File: config.mk
export PLATFORM = sky130hd
export DESIGN_NAME = pipelined_barrel_shifter_flat
export DESIGN_NICKNAME = d
export VERILOG_FILES = /design/src/rtl/pipelined_barrel_shifter_if.sv /design/src/rtl/pipelined_barrel_shifter.sv /design/src/flat_wrapper.sv
export SDC_FILE = /design/constraint.sdc
export NUM_CORES = 1
export LEC_CHECK = 0
export ABC_AREA = 1
export CELL_PAD_IN_SITES_DETAIL_PLACEMENT = 0
export CELL_PAD_IN_SITES_GLOBAL_PLACEMENT = 1
export CORE_MARGIN = 4
export CORE_UTILIZATION = 41
export CTS_CLUSTER_DIAMETER = 50
export DETAILED_ROUTE_END_ITERATION = 10
export PLACE_DENSITY_LB_ADDON = 0.1
export SETUP_SLACK_MARGIN = 0.4
export SLEW_MARGIN = 20
export SYNTH_ARGS = -nofsm -noshare
export SYNTH_HDL_FRONTEND = slang
export SYNTH_SLANG_ARGS = --single-unit
File: constraint.sdc
create_clock -name clk -period 3.15 [get_ports clk]
set_clock_uncertainty 0.15 [all_clocks]
set_input_delay 0.63 -clock clk [delete_from_list [all_inputs] [get_ports clk]]
set_output_delay 0.63 -clock clk [all_outputs]
set_load 0.01 [all_outputs]
File: src/rtl/pipelined_barrel_shifter_if.sv
// Op/result stream bundle for the pipelined barrel shifter.
// The master drives ops and consumes results; the slave is the shifter.
interface pipelined_barrel_shifter_if #(
    parameter int WIDTH = 8,
    parameter int TAG_W = 4
);
    localparam int SHAMT_W = $clog2(WIDTH);

    logic               in_valid;
    logic               in_ready;
    logic [WIDTH-1:0]   in_data;
    logic [SHAMT_W-1:0] in_amt;
    logic               in_dir;
    logic [1:0]         in_op;
    logic [TAG_W-1:0]   in_tag;
    logic               out_valid;
    logic               out_ready;
    logic [WIDTH-1:0]   out_data;
    logic [TAG_W-1:0]   out_tag;

    modport master (
        output in_valid, in_data, in_amt, in_dir, in_op, in_tag, out_ready,
        input  in_ready, out_valid, out_data, out_tag
    );

    modport slave (
        input  in_valid, in_data, in_amt, in_dir, in_op, in_tag, out_ready,
        output in_ready, out_valid, out_data, out_tag
    );
endinterface

File: src/rtl/pipelined_barrel_shifter.sv
// Log-stage barrel shifter/rotator with optional per-stage registers
// and a global-stall valid/ready pipeline carrying a side tag.
module pipelined_barrel_shifter #(
    parameter int WIDTH    = 8,
    parameter int PIPELINE = 1,
    parameter int TAG_W    = 4
) (
    input logic                      clk,
    input logic                      rst_n,
    pipelined_barrel_shifter_if.slave bus
);
    localparam int SHAMT_W = $clog2(WIDTH);
    localparam int NSTG    = (PIPELINE != 0) ? SHAMT_W : 1;

    typedef struct packed {
        logic               vld;
        logic [TAG_W-1:0]   tag;
        logic [SHAMT_W-1:0] amt;
        logic               dir;
        logic [1:0]         op;
        logic               sgn;
        logic [WIDTH-1:0]   data;
    } op_t;

    op_t  ent;
    op_t  d [NSTG];
    op_t  q [NSTG];
    logic adv;

    assign adv          = !q[NSTG-1].vld | bus.out_ready;
    assign bus.in_ready = adv & rst_n;

    // in_ready equals adv whenever state can change, so in_valid alone marks the entry
    always_comb begin
        ent      = '0;
        ent.vld  = bus.in_valid;
        ent.tag  = bus.in_tag;
        ent.amt  = bus.in_amt;
        ent.dir  = bus.in_dir;
        ent.op   = bus.in_op;
        ent.sgn  = bus.in_data[WIDTH-1];
        ent.data = bus.in_data;
    end

    for (genvar k = 0; k < SHAMT_W; k++) begin : g_stg
        localparam int S = 1 << k;
        op_t s_in;
        op_t s_out;

        if (k == 0) begin : g_src
            assign s_in = ent;
        end else if (PIPELINE != 0) begin : g_src
            assign s_in = q[k-1];
        end else begin : g_src
            assign s_in = g_stg[k-1].s_out;
        end

        always_comb begin
            s_out = s_in;
            if (s_in.amt[k]) begin
                unique case (s_in.op)
                    2'b01: s_out.data = s_in.dir
                        ? {{S{1'b0}}, s_in.data[WIDTH-1:S]}
                        : {s_in.data[WIDTH-1-S:0], {S{1'b0}}};
                    2'b10: s_out.data = s_in.dir
                        ? {{S{s_in.sgn}}, s_in.data[WIDTH-1:S]}
                        : {s_in.data[WIDTH-1-S:0], {S{1'b0}}};
                    default: s_out.data = s_in.dir
                        ? {s_in.data[S-1:0], s_in.data[WIDTH-1:S]}
                        : {s_in.data[WIDTH-1-S:0], s_in.data[WIDTH-1:WIDTH-S]};
                endcase
            end
        end
    end

    if (PIPELINE != 0) begin : g_pipe
        for (genvar k = 0; k < NSTG; k++) begin : g_d
            assign d[k] = g_stg[k].s_out;
        end
    end else begin : g_flat
        assign d[0] = g_stg[SHAMT_W-1].s_out;
    end

    // Global stall: all stages move together, bubbles included
    always_ff @(posedge clk) begin
        if (!rst_n) begin
            for (int i = 0; i < NSTG; i++) q[i] <= '0;
        end else if (adv) begin
            for (int i = 0; i < NSTG; i++) q[i] <= d[i];
        end
    end

    assign bus.out_valid = q[NSTG-1].vld;
    assign bus.out_data  = q[NSTG-1].data;
    assign bus.out_tag   = q[NSTG-1].tag;
endmodule

File: src/flat_wrapper.sv
// flat-port wrapper written by rule: the top's interface ports become plain ports
module pipelined_barrel_shifter_flat 
#(
    parameter int WIDTH    = 8,
    parameter int PIPELINE = 1,
    parameter int TAG_W    = 4
)
  (clk, rst_n, bus_in_valid, bus_in_data, bus_in_amt, bus_in_dir, bus_in_op, bus_in_tag, bus_out_ready, bus_in_ready, bus_out_valid, bus_out_data, bus_out_tag);
  pipelined_barrel_shifter_if #(.WIDTH(WIDTH), .TAG_W(TAG_W)) bus_i ();
  input logic clk;
  input logic rst_n;
  input wire logic [$bits(bus_i.in_valid)-1:0] bus_in_valid;
  input wire logic [$bits(bus_i.in_data)-1:0] bus_in_data;
  input wire logic [$bits(bus_i.in_amt)-1:0] bus_in_amt;
  input wire logic [$bits(bus_i.in_dir)-1:0] bus_in_dir;
  input wire logic [$bits(bus_i.in_op)-1:0] bus_in_op;
  input wire logic [$bits(bus_i.in_tag)-1:0] bus_in_tag;
  input wire logic [$bits(bus_i.out_ready)-1:0] bus_out_ready;
  output wire logic [$bits(bus_i.in_ready)-1:0] bus_in_ready;
  output wire logic [$bits(bus_i.out_valid)-1:0] bus_out_valid;
  output wire logic [$bits(bus_i.out_data)-1:0] bus_out_data;
  output wire logic [$bits(bus_i.out_tag)-1:0] bus_out_tag;
  assign bus_i.in_valid = bus_in_valid;
  assign bus_i.in_data = bus_in_data;
  assign bus_i.in_amt = bus_in_amt;
  assign bus_i.in_dir = bus_in_dir;
  assign bus_i.in_op = bus_in_op;
  assign bus_i.in_tag = bus_in_tag;
  assign bus_i.out_ready = bus_out_ready;
  assign bus_in_ready = bus_i.in_ready;
  assign bus_out_valid = bus_i.out_valid;
  assign bus_out_data = bus_i.out_data;
  assign bus_out_tag = bus_i.out_tag;
  pipelined_barrel_shifter #(.WIDTH(WIDTH), .PIPELINE(PIPELINE), .TAG_W(TAG_W)) u_core (.clk(clk), .rst_n(rst_n), .bus(bus_i));
endmodule
# Yosys cells after proc, flatten, opt, wreduce, memory -nomap -nowiden
# Memory sizes are Yosys's and may differ from the RTL's.
# Cells that the tools add are included.
dict set report totals {
  regBits 0
  ramBits 60
  in_bits 22
  output_inout_bits 14
  memories 1
}
# name depth width rd rd_ports_with_merged_regs wr line
set mem_list {}
lappend mem_list {u_core.q 3 20 3 0 3 pipelined_barrel_shifter.sv:27} ;# op_t q [NSTG];
dict set report op_classes {
  n_eq_ne 6
  n_mux 21
  n_bitwise 5
  n_reduce_logical 1
}
# cell n
set op_table {}
lappend op_table {{$mux W8} 11}
lappend op_table {{$mux W20} 3}
lappend op_table {{$pmux W8 S2} 3}
lappend op_table {{$eq A2 B1 Y1 const B} 3}
lappend op_table {{$eq A2 B2 Y1 const B} 3}
lappend op_table {{$mux W1} 4}
lappend op_table {{$or A1 B1 Y1} 4}
lappend op_table {{$and A1 B1 Y1} 1}
lappend op_table {{$logic_not A1 Y1} 1}

# Depth between registers and ports, before layout
# Gate-level depths: netlist of run 1.
dict set report logic_depth {
  word_depth 6
  ltp_mapped 8
}

# Worst setup path after synthesis of run 1
# OpenSTA, ideal clock, no wires.
dict set report synth_timing {
  path_kind {input-to-reg}
  from {in bus_out_ready}
  to {mem u_core.q[0][0] in the netlist's numbering (enable)}
  setup_time_ns 0.726
  arrival_ns 1.815
  required_time_ns 2.274
  setup_slack_ns 0.458
  cell_stages 2
  path_cell_list {inv_1 -> nand3_1}
}
# item line
set synth_lines {}
lappend synth_lines {{start, declared} flat_wrapper.sv:18} ;# input wire logic [$bits(bus_i.out_ready)-1:0] bus_out_ready;
lappend synth_lines {{end, declared} pipelined_barrel_shifter.sv:27}

# Final worst setup path of run 1
dict set report layout_timing {
  from {in bus_out_ready}
  to {out bus_in_ready}
}
dict set report layout_via {
  elab_chain_cells 2
}
# item line
set layout_lines {}
lappend layout_lines {{$or A1 B1 Y1} pipelined_barrel_shifter.sv:30} ;# assign adv = !q[NSTG-1].vld | bus.out_ready;
lappend layout_lines {{$and A1 B1 Y1} pipelined_barrel_shifter.sv:31} ;# assign bus.in_ready = adv & rst_n;
lappend layout_lines {{end, declared} flat_wrapper.sv:19} ;# output wire logic [$bits(bus_i.in_ready)-1:0] bus_in_ready;
# Every way passes these cells.

==> results of run 1 <==
[per-stage QoR]
| step | hold WS, ns | std cells |
|---|---|---|
| final | 0.403 | 384 |
| after global routing | 0.424 | 384 |
| after CTS | 0.404 | 384 |
| after detailed placement | 0.383 | 377 |
| after global placement | 0.371 | 377 |
| after floorplan | 0.369 | 274 |
[critical path, delay by kind of cell]
kind                   cells  cell delay (ns)
buffers and inverters      4             1.09
AND/OR/NAND/NOR            2             0.13
[power breakdown]
group | internal (mW) | switching, mW | total (mW)
clock network | 0.230 | 0.192 | 0.421
logic | 0.0982 | 0.109 | 0.207
registers | 0.791 | 0.0327 | 0.824
[synthesized netlist by cell type]
library cell | number | area, µm²
a21o_1 | 2 | 15.0
a21oi_1 | 30 | 150
buf_2 | 5 | 25.0
buf_4 | 2 | 15.0
buf_6 | 3 | 33.8
edfxtp_1 | 50 | 1500
ha_1 | 9 | 113
inv_1 | 45 | 169
inv_2 | 2 | 7.51
nand2_1 | 45 | 169
nand2_2 | 2 | 12.5
nand3_1 | 6 | 30.0
nand3b_1 | 1 | 7.51
nor2_1 | 44 | 165
o21a_1 | 1 | 7.51
o21ai_0 | 25 | 125
o21ai_1 | 2 | 10.0
[final timing paths]
path                     endpoint  cells after the start            start
hold reg to reg   u_core.q[0][38]                      2  u_core.q[0][18]
setup reg to reg  u_core.q[0][44]                      8  u_core.q[0][29]
hold / removal    u_core.q[0][38]                      2  u_core.q[0][18]
setup / recovery     bus_in_ready                      6    bus_out_ready
[area by class of cell]
cell class              count  area, µm²  share of cell area (%)
flip-flops and latches     50       1500                    48.9
multi-input cells         167        810                    26.4
repair buffers             38        385                    12.6
inverters                  47        176                    5.75
well taps                  75       93.8                    3.06
clock buffers               5       68.8                    2.24
clock inverters             2       33.8                    1.10
[cell families (layout without fill, tap and decap cells)]
logic type	count (synthesis)	count (layout)	synth area share [%]
buffers and inverters	57	92	9.79
AOI/OAI and AO/OA	60	60	12.0
and+or+nand+nor	98	98	15.0
adders and majority gates	9	9	4.41
DFF	50	50	58.7
[layer usage]
metal	part of all wire [%]	vias up
met5	0	-
li1	-	954
met2	54	35
met4	0.83	0
met3	4.0	2
met1	41	827
==> metrics.md, run 1 <==
| Metric | Value |
|---|---|
| Mapped Cells | `274` |
| Drt pass-1 iters | `4` |
| Post-cts sizing count | `0` |
| Syn-to-layout area delta | `20.1%` |
| Sequential area share after synthesis | `58.7%` |
| Longest Clk Path Bufs | `2` |
| Routability congestion estimate | `0.765` |
| Global routing's busiest layer | `met2` |
| Final Critical Period | `2.64 ns` |
| Starting Density | `42.7%` |
| GR Layer Usage met1 | `14.6%` |
| GRT Util Overall | `13.2%` |
| Pin count of the biggest net entering global routing | `51` |
| Max reg flops | `50` |
| Post-route ant nets | `0` |
| Final worst-path cycle share | `83.8%` |
| R2R Setup Slk | `1.48 ns` |
| Slowest-stage cell, CP | `clkdlybuf4s50_1` |
| Clk sinks | `50` |
| Share of layout cells above drive strength 1 | `4.53%` |
| Slew @ Worst Pin | `0.426 ns` |
| Total negative slack | `0 ns` |
| IO Count | `36` |
| Slew Viols, Final | `0` |
| Finished Cell Area | `0.00307 mm²` |
| Leak | `1.33 nW` |
| Fillers | `585` |
| Pwr/cell area | `473 mW/mm²` |
| Input/output buffers | `35` |
| Status | `completed` |
| Most frequent CP cell | `clkdlybuf4s50_1` |
| DIE AREA | `0.00756 mm²` |
| DRC | `0` |
| Final WL | `4.56 mm` |
| Row cnt | `28` |
| IR drop worst, VDD | `187 µV` |
| Vias per inst | `4.73` |
| GRT Residual Overflow | `0` |
| Total power | `1.45 mW` |
| # diodes | `0` |
| CTS buffer count | `5` |
| Clk Latency, worst-skew pair | `0.29 ns` |
| Final core occ | `51.2%` |
| Max Clk Rate | `379 MHz` |
| Met2 usage | `24.6%` |
| Post-synthesis register bit count | `50` |
| CP peak stage delay | `0.53 ns` |
| Post-route setup slack | `0.512 ns` |
| Required @ worst endpoint | `2.37 ns` |
| Initial DRC count | `39` |
| Min-delay worst type | `flop to flop` |
| CP Class | `primary input to primary output` |
| Die W | `87.0 µm` |
| Final Setup Violations | `0` |
| Post-CTS Setup Bufs | `0` |
| Most flop-heavy register | `u_core.q` |
| Most frequent cells in the layout | `edfxtp_1, inv_1, nand2_1` |
| Hold_buf cts | `0` |
| HPWL reported at the end of detailed placement | `3.27 mm` |
| Final hold viol count | `0` |
| Crit path DAT | `1.86 ns` |
| Syn Nets | `305` |
| RSZ-0062 raised after global routing | `false` |
| Biggest regs | `u_core.q x50` |
| H-tree depth | `2` |
| Place WS | `0.500 ns` |
| Avg Synthesized Cell Area | `9.33 µm²` |
| M3 GR Usage | `3.41%` |
| Nets | `340` |
| Placed cell areas | `0.00297 mm²` |
| Rel. slew slack | `71.6%` |
| Worst setup EP type | `primary output` |
| CTS tree | `yes` |
| First-pass GRT wire length | `7.80 mm` |
| Worst-path clk slew | `0.09 ns` |
| Worst setup SP type | `primary input` |
| Max Cap Viol | `0` |
| Via Count | `1,818` |
| Clk root buf | `clkbuf_8` |
| Chip Height | `87.0 µm` |
| Commonest non-fill, non-tap cell in the layout | `edfxtp_1` |
| Crit Path Max Fanout | `2` |
| Core Footprint | `0.00599 mm²` |
| Initial antenna violation count | `0` |
| Yosys warning count | `0` |
| Routed wire length per instance | `11.9 µm` |
| Vias in the first global route | `1,791` |
| Unique cell type count in the Yosys netlist | `17` |
| Critical path, cell by cell | `clkdlybuf4s50_1 > inv_1 > nand2_1 > nand2_2 > inv_2 > clkdlybuf4s50_1` |
| Syn Std Cell Area | `0.00256 mm²` |
Note: power is estimated with default switching activity, not from simulation.
==> run 2: changes to the inputs <==
==> constraint.sdc (replaced) <==
create_clock -name clk -period 2.45 [get_ports clk]
set_clock_uncertainty 0.15 [all_clocks]
set_input_delay 0.49 -clock clk [delete_from_list [all_inputs] [get_ports clk]]
set_output_delay 0.49 -clock clk [all_outputs]
set_load 0.01 [all_outputs]
==> run 2 against run 1 <==
Compared with the run above:
- combinational power increased by 27%
- design area decreased by 0.49%
- clock power increased by 9.0%
- register-to-register slack got worse by 0.69 ns
- total power increased by 23%
- count of clock-buffer cells in the layout unchanged
- via count decreased by 1.3%
- sequential share of layout area increased by 0.24 points
- non-clock buffer count increased by 1
- critical endpoint unchanged
==> metrics.md, run 2 (synthesis results as in run 1) <==
| Metric | Value |
|---|---|
| Post-route ant nets | `0 (unchanged)` |
| Slew Viols, Final | `0 (unchanged)` |
| Crit path DAT | `1.31 ns (-0.55 ns)` |
| HPWL reported at the end of detailed placement | `3.34 mm (+2.0%)` |
| Final Critical Period | `1.95 ns` |
| CP Class | `primary input to primary output` |
| Vias in the first global route | `1,722 (-3.9%)` |
| Routed wire length per instance | `11.5 µm (-2.8%)` |
| Post-cts sizing count | `4 (+4)` |
| Pwr/cell area | `583 mW/mm² (+23%)` |
| DRC | `0 (unchanged)` |
| Clk sinks | `50 (unchanged)` |
| Slowest-stage cell, CP | `clkdlybuf4s50_1` |
| Slew @ Worst Pin | `0.451 ns (+0.0249 ns)` |
| # diodes | `0 (unchanged)` |
| Chip Height | `87.0 µm (unchanged)` |
| Max Clk Rate | `512 MHz` |
| CTS buffer count | `5 (unchanged)` |
| Leak | `1.32 nW (-0.43%)` |
| Drt pass-1 iters | `4 (unchanged)` |
| Max Cap Viol | `0 (unchanged)` |
| Final worst-path cycle share | `79.7%` |
| Nets | `341 (+0.29%)` |
| Vias per inst | `4.65 (-1.8%)` |
| Syn-to-layout area delta | `19.5%` |
| IR drop worst, VDD | `294 µV (+58%)` |
| Crit Path Max Fanout | `2 (unchanged)` |
| Commonest non-fill, non-tap cell in the layout | `edfxtp_1` |
| Via Count | `1,794 (-1.3%)` |
| Min-delay worst type | `flop to flop` |
| Initial DRC count | `83 (+110%)` |
| Rel. slew slack | `69.9% (-1.7 points)` |
| Longest Clk Path Bufs | `2 (unchanged)` |
| Initial antenna violation count | `0 (unchanged)` |
| GRT Residual Overflow | `0 (unchanged)` |
| Worst-path clk slew | `0.09 ns (about the same)` |
| Worst setup EP type | `primary output` |
| Clk Latency, worst-skew pair | `0.30 ns (about the same)` |
| Most flop-heavy register | `u_core.q` |
| Row cnt | `28 (unchanged)` |
| Routability congestion estimate | `0.813 (+6.4%)` |
| Total negative slack | `0 ns (unchanged)` |
| Die W | `87.0 µm (unchanged)` |
| GRT Util Overall | `12.8% (-0.40 points)` |
| Hold_buf cts | `0 (unchanged)` |
| DIE AREA | `0.00756 mm² (unchanged)` |
| Pin count of the biggest net entering global routing | `32 (-37%)` |
| Final hold viol count | `0 (unchanged)` |
| Required @ worst endpoint | `1.81 ns (-0.56 ns)` |
| Post-CTS Setup Bufs | `0 (unchanged)` |
| Clk root buf | `clkbuf_8` |
| Max reg flops | `50 (unchanged)` |
| First-pass GRT wire length | `7.56 mm (-3.2%)` |
| Final core occ | `51.0% (-0.25 points)` |
| Final WL | `4.46 mm (-2.3%)` |
| H-tree depth | `2 (unchanged)` |
| CP peak stage delay | `0.45 ns (-0.08 ns)` |
| CTS tree | `yes` |
| IO Count | `36 (unchanged)` |
| RSZ-0062 raised after global routing | `false` |
| Input/output buffers | `35 (unchanged)` |
| Status | `completed` |
| Worst setup SP type | `primary input` |
| Starting Density | `42.7% (unchanged)` |
| Most frequent cells in the layout | `edfxtp_1, inv_1, nand2_1` |
| Final Setup Violations | `0 (unchanged)` |
| Share of layout cells above drive strength 1 | `5.47% (+0.94 points)` |
| Critical path, cell by cell | `clkdlybuf4s50_1 > inv_1 > nand2_1 > nand2_2 > inv_2 > buf_2` |
| Biggest regs | `u_core.q x50` |
| Core Footprint | `0.00599 mm² (unchanged)` |
[run 2: report_power, final]
group          leakage [nW]  internal (mW)  switching (mW)  total (mW)
combinational         0.695          0.125           0.138       0.263
sequential            0.588           1.02          0.0422        1.06
clock                0.0416          0.196           0.263       0.459
[run 2: layout make-up]
class,count,area (µm²)
fillers,573,2940
flip-flops and latches,50,1500
multi-input cells,167,810
repair buffers,39,388
inverters,47,176
well taps,75,93.8
clock buffers,5,68.8
clock inverters,3,16.3
[run 2: layer usage]
metal / GRT usage (%) / part of all wire [%]
met4: 4.53 / 1.5
met2: 23.4 / 52
met3: 4.07 / 4.7
met1: 13.8 / 41
met5: 0 / 0
[run 2: critical path: cells and delay by family]
kind	cells	cell delay (ns)
buffers and inverters	4	0.68
and+or+nand+nor	2	0.14
[run 2: final timing paths]
path,startpoint,to,slack (ns),cells past startpoint
worst min register to register,u_core.q[0][39],u_core.q[0][59],0.40,2
worst max-delay path,bus_out_ready,bus_in_ready,0.50,6
worst max register to register,u_core.q[0][11],u_core.q[0][26],0.79,7
worst min-delay path,u_core.q[0][39],u_core.q[0][59],0.40,2
[run 2: through the flow]
step	std cells	hold slack (ns)	setup WS (ns)	area, µm²	power (mW)
global route	386	0.426	0.415	3050	1.89
CTS	386	0.403	0.483	3050	1.80
finish	386	0.400	0.498	3050	1.78
detailed placement	378	0.382	0.0731	2970	1.35
global placement	378	0.372	0.0790	2970	1.35
floorplan	274	0.369	0.535	2560	1.23
==> patch, RTL diff (config.mk and constraints of run 1) <==
`WIDTH` is set to 8 in 3 places; all go to 16.
--- a/src/rtl/pipelined_barrel_shifter_if.sv
+++ b/src/rtl/pipelined_barrel_shifter_if.sv
@@ -1,7 +1,7 @@
 // Op/result stream bundle for the pipelined barrel shifter.
 // The master drives ops and consumes results; the slave is the shifter.
 interface pipelined_barrel_shifter_if #(
-    parameter int WIDTH = 8,
+    parameter int WIDTH = 16,
     parameter int TAG_W = 4
 );
     localparam int SHAMT_W = $clog2(WIDTH);
--- a/src/rtl/pipelined_barrel_shifter.sv
+++ b/src/rtl/pipelined_barrel_shifter.sv
@@ -1,7 +1,7 @@
 // Log-stage barrel shifter/rotator with optional per-stage registers
 // and a global-stall valid/ready pipeline carrying a side tag.
 module pipelined_barrel_shifter #(
-    parameter int WIDTH    = 8,
+    parameter int WIDTH    = 16,
     parameter int PIPELINE = 1,
     parameter int TAG_W    = 4
 ) (
--- a/src/flat_wrapper.sv
+++ b/src/flat_wrapper.sv
@@ -1,7 +1,7 @@
 // flat-port wrapper written by rule: the top's interface ports become plain ports
 module pipelined_barrel_shifter_flat 
 #(
-    parameter int WIDTH    = 8,
+    parameter int WIDTH    = 16,
     parameter int PIPELINE = 1,
     parameter int TAG_W    = 4
 )
Interface: changed (resized bus_in_amt, bus_in_data and bus_out_data); port bits go from 36 to 53. No check against the original RTL was run, so the function may have changed too.
==> patch against run 1 <==
Sequential power is 100% higher; global-route usage is 1.6 points higher; synthesized cell count is 110% higher; setup slack worse by 53 ps; synthesized area is 110% higher; via count is 110% higher; sequential cell count is 52 higher; routed wire length is 130% higher; power is 120% higher; cell area is 110% higher; critical endpoint unchanged; die area is 100% higher; sequential share of layout area is 0.58 points lower.
==> patch: results (changes against run 1) <==
- Peak VDD IR: 0.219 mV (was 0.187 mV)
- Sequential area share after synthesis: 56.6% (was 58.7%)
- RR Startpoint: u_core.q[1][19]$_SDFFCE_PN0P_ (was u_core.q[0][29]$_SDFFCE_PN0P_)
- Hpwl dp: 7280 um (was 3270 um)
- First-pass GRT wire length: 17,700 um (was 7800 um)
- Setup WS pre-CTS: 450 ps (was 500 ps)
- Initial antenna violation count: 0 (unchanged)
- Hold Path Origin: u_core.q[0][25]$_SDFFCE_PN0P_ (was u_core.q[0][18]$_SDFFCE_PN0P_)
- GP Congestion: 0.820 (was 0.765)
- Layout cell share with drive strength beyond 1: 10.9% (was 4.53%)
- P_leak: 2.58 nW (was 1.33 nW)
- Largest net degree at the start of global routing: 78 (was 51)
- Number of cells on the worst reg-to-reg path: 7 (was 8)
- IO buf count: 52 (was 35)
- Ys Warns: 0 (unchanged)
- Post-Place Cells: 779 (was 377)
- Total GRT Usage: 14.8% (was 13.2%)
- Delay-heaviest family, CP: buffers and inverters (unchanged)
- Crit path max-delay cell type: clkdlybuf4s50_1 (unchanged)
- Via count: 3,853 (was 1,818)
- Reg2reg end: u_core.q[2][13]$_SDFFCE_PN0P_ (was u_core.q[0][44]$_SDFFCE_PN0P_)
- Number of nets in the layout: 660 (was 340)
- Drt pass-1 iters: 5 (was 4)
- H-tree depth: 3 (was 2)
- Hold Path Class: flip-flop to flip-flop (unchanged)
- # Post-CTS Setup Buffers: 0 (unchanged)
- WHS Path Cells: 2 (unchanged)
- Leading register cell type out of synthesis: edfxtp_1 (unchanged)
- Slew Limit Headroom: 43.4% (was 71.6%)
- Post-synthesis async set-or-reset flop share: 0% (unchanged)
- CTS resizes: 0 (unchanged)
- Initial drt markers: 217 (was 39)
- Critical Path Max Stage Delay: 570 ps (was 530 ps)
- Clk buf depth: 2 (unchanged)
- CTS root buf: clkbuf_16 (was clkbuf_8)
- Post-synth EDFFs: 102 (was 50)
- Outcome: complete, no violations (unchanged)
- Commonest cells in the netlist: nand2_1, edfxtp_1, nor2_1 (was edfxtp_1, inv_1, nand2_1)
- Hold EP: u_core.q[1][25]$_SDFFCE_PN0P_ (was u_core.q[0][38]$_SDFFCE_PN0P_)
- Synth unique cells: 24 (was 17)
- Fill count: 1,193 (was 585)
- Top flop regs: u_core.q x102 (was u_core.q x50)
- FF-to-FF setup slack: 1100 ps (was 1480 ps)
- Worst-skew pair later-pin latency: 340 ps (was 290 ps)
- Detailed-route wire length: 10,300 um (was 4560 um)
- Synth top area cells: edfxtp_1, nand2_1, a21oi_1, nor2_1, inv_1 (was edfxtp_1, inv_1, nand2_1, nor2_1, a21oi_1)
- # diodes: 0 (unchanged)
- Number of global-route vias before repair: 3,709 (was 1,791)
- Vias per inst: 4.85 (was 4.73)
- CTS buffer count: 9 (was 5)
- CTS clock-pin slew for the worst setup and hold paths: 60 ps (was 90 ps)
- Avg Inst Size Synth: 9.39 um^2 (was 9.33 um^2)
- Critical Path Fanout Max: 2 (unchanged)
- Post-synth net total: 618 (was 305)
==> patch: final cells by class <==
cell class | count | area share [%]
clock buffers | 10 | 3.61
clock inverters | 5 | 0.810
inverters | 72 | 4.30
multi-input cells | 372 | 29.9
flip-flops and latches | 102 | 48.3
well taps | 172 | 3.40
repair buffers | 61 | 9.68
==> patch: tightest hold or removal path: stages (launching register included) <==
cell	delay, ps
edfxtp_1	320
inv_1	30
nor2_1	80
==> patch: cell families after synthesis <==
family / count (synthesis) / share of synthesized area (%)
simple gates: 200 / 14.3
compound gates: 161 / 17.9
buf+inv: 102 / 8.63
flops: 102 / 56.6
fa+ha+maj: 11 / 2.54
==> patch: power breakdown <==
part           internal, W  switching [W]
Clock             0.000606       0.000446
Combinational     0.000182       0.000241
Sequential         0.00161      0.0000708
Total              0.00240       0.000758
==> patch: worst max-delay path by stage <==
stage	start	end	slack [ps]	cells past startpoint
final	rst_n	bus_in_ready	460	4
after global routing	rst_n	bus_in_ready	410	4
after CTS	rst_n	bus_in_ready	440	4
after detailed placement	rst_n	bus_in_ready	450	4
after global placement	bus_out_ready	bus_in_ready	450	6
after floorplan	bus_out_ready	u_core.q[0][0]$_SDFFCE_PN0P_	980	2
==> patch: metal layers <==
layer / global-route usage [%] / routed length, um / up-vias
met5: 0 / 0 / -
met3: 2.67 / 333 / 11
li1: - / - / 2002
met2: 27.3 / 5420 / 80
met1: 17.1 / 4420 / 1760
met4: 5.39 / 172 / 0
==> patch: through the flow <==
stage          area [um^2]  utilization (%)  hold slack (ps)  power, W
2_1_floorplan         5420                -              369   0.00197
3_3_place_gp          6060             47.4              370   0.00213
3_5_place_dp          6060             47.4              383   0.00213
4_1_cts               6340             49.6              398   0.00318
5_1_grt               6340             49.6              414   0.00331
6_report              6340             49.6              394   0.00315
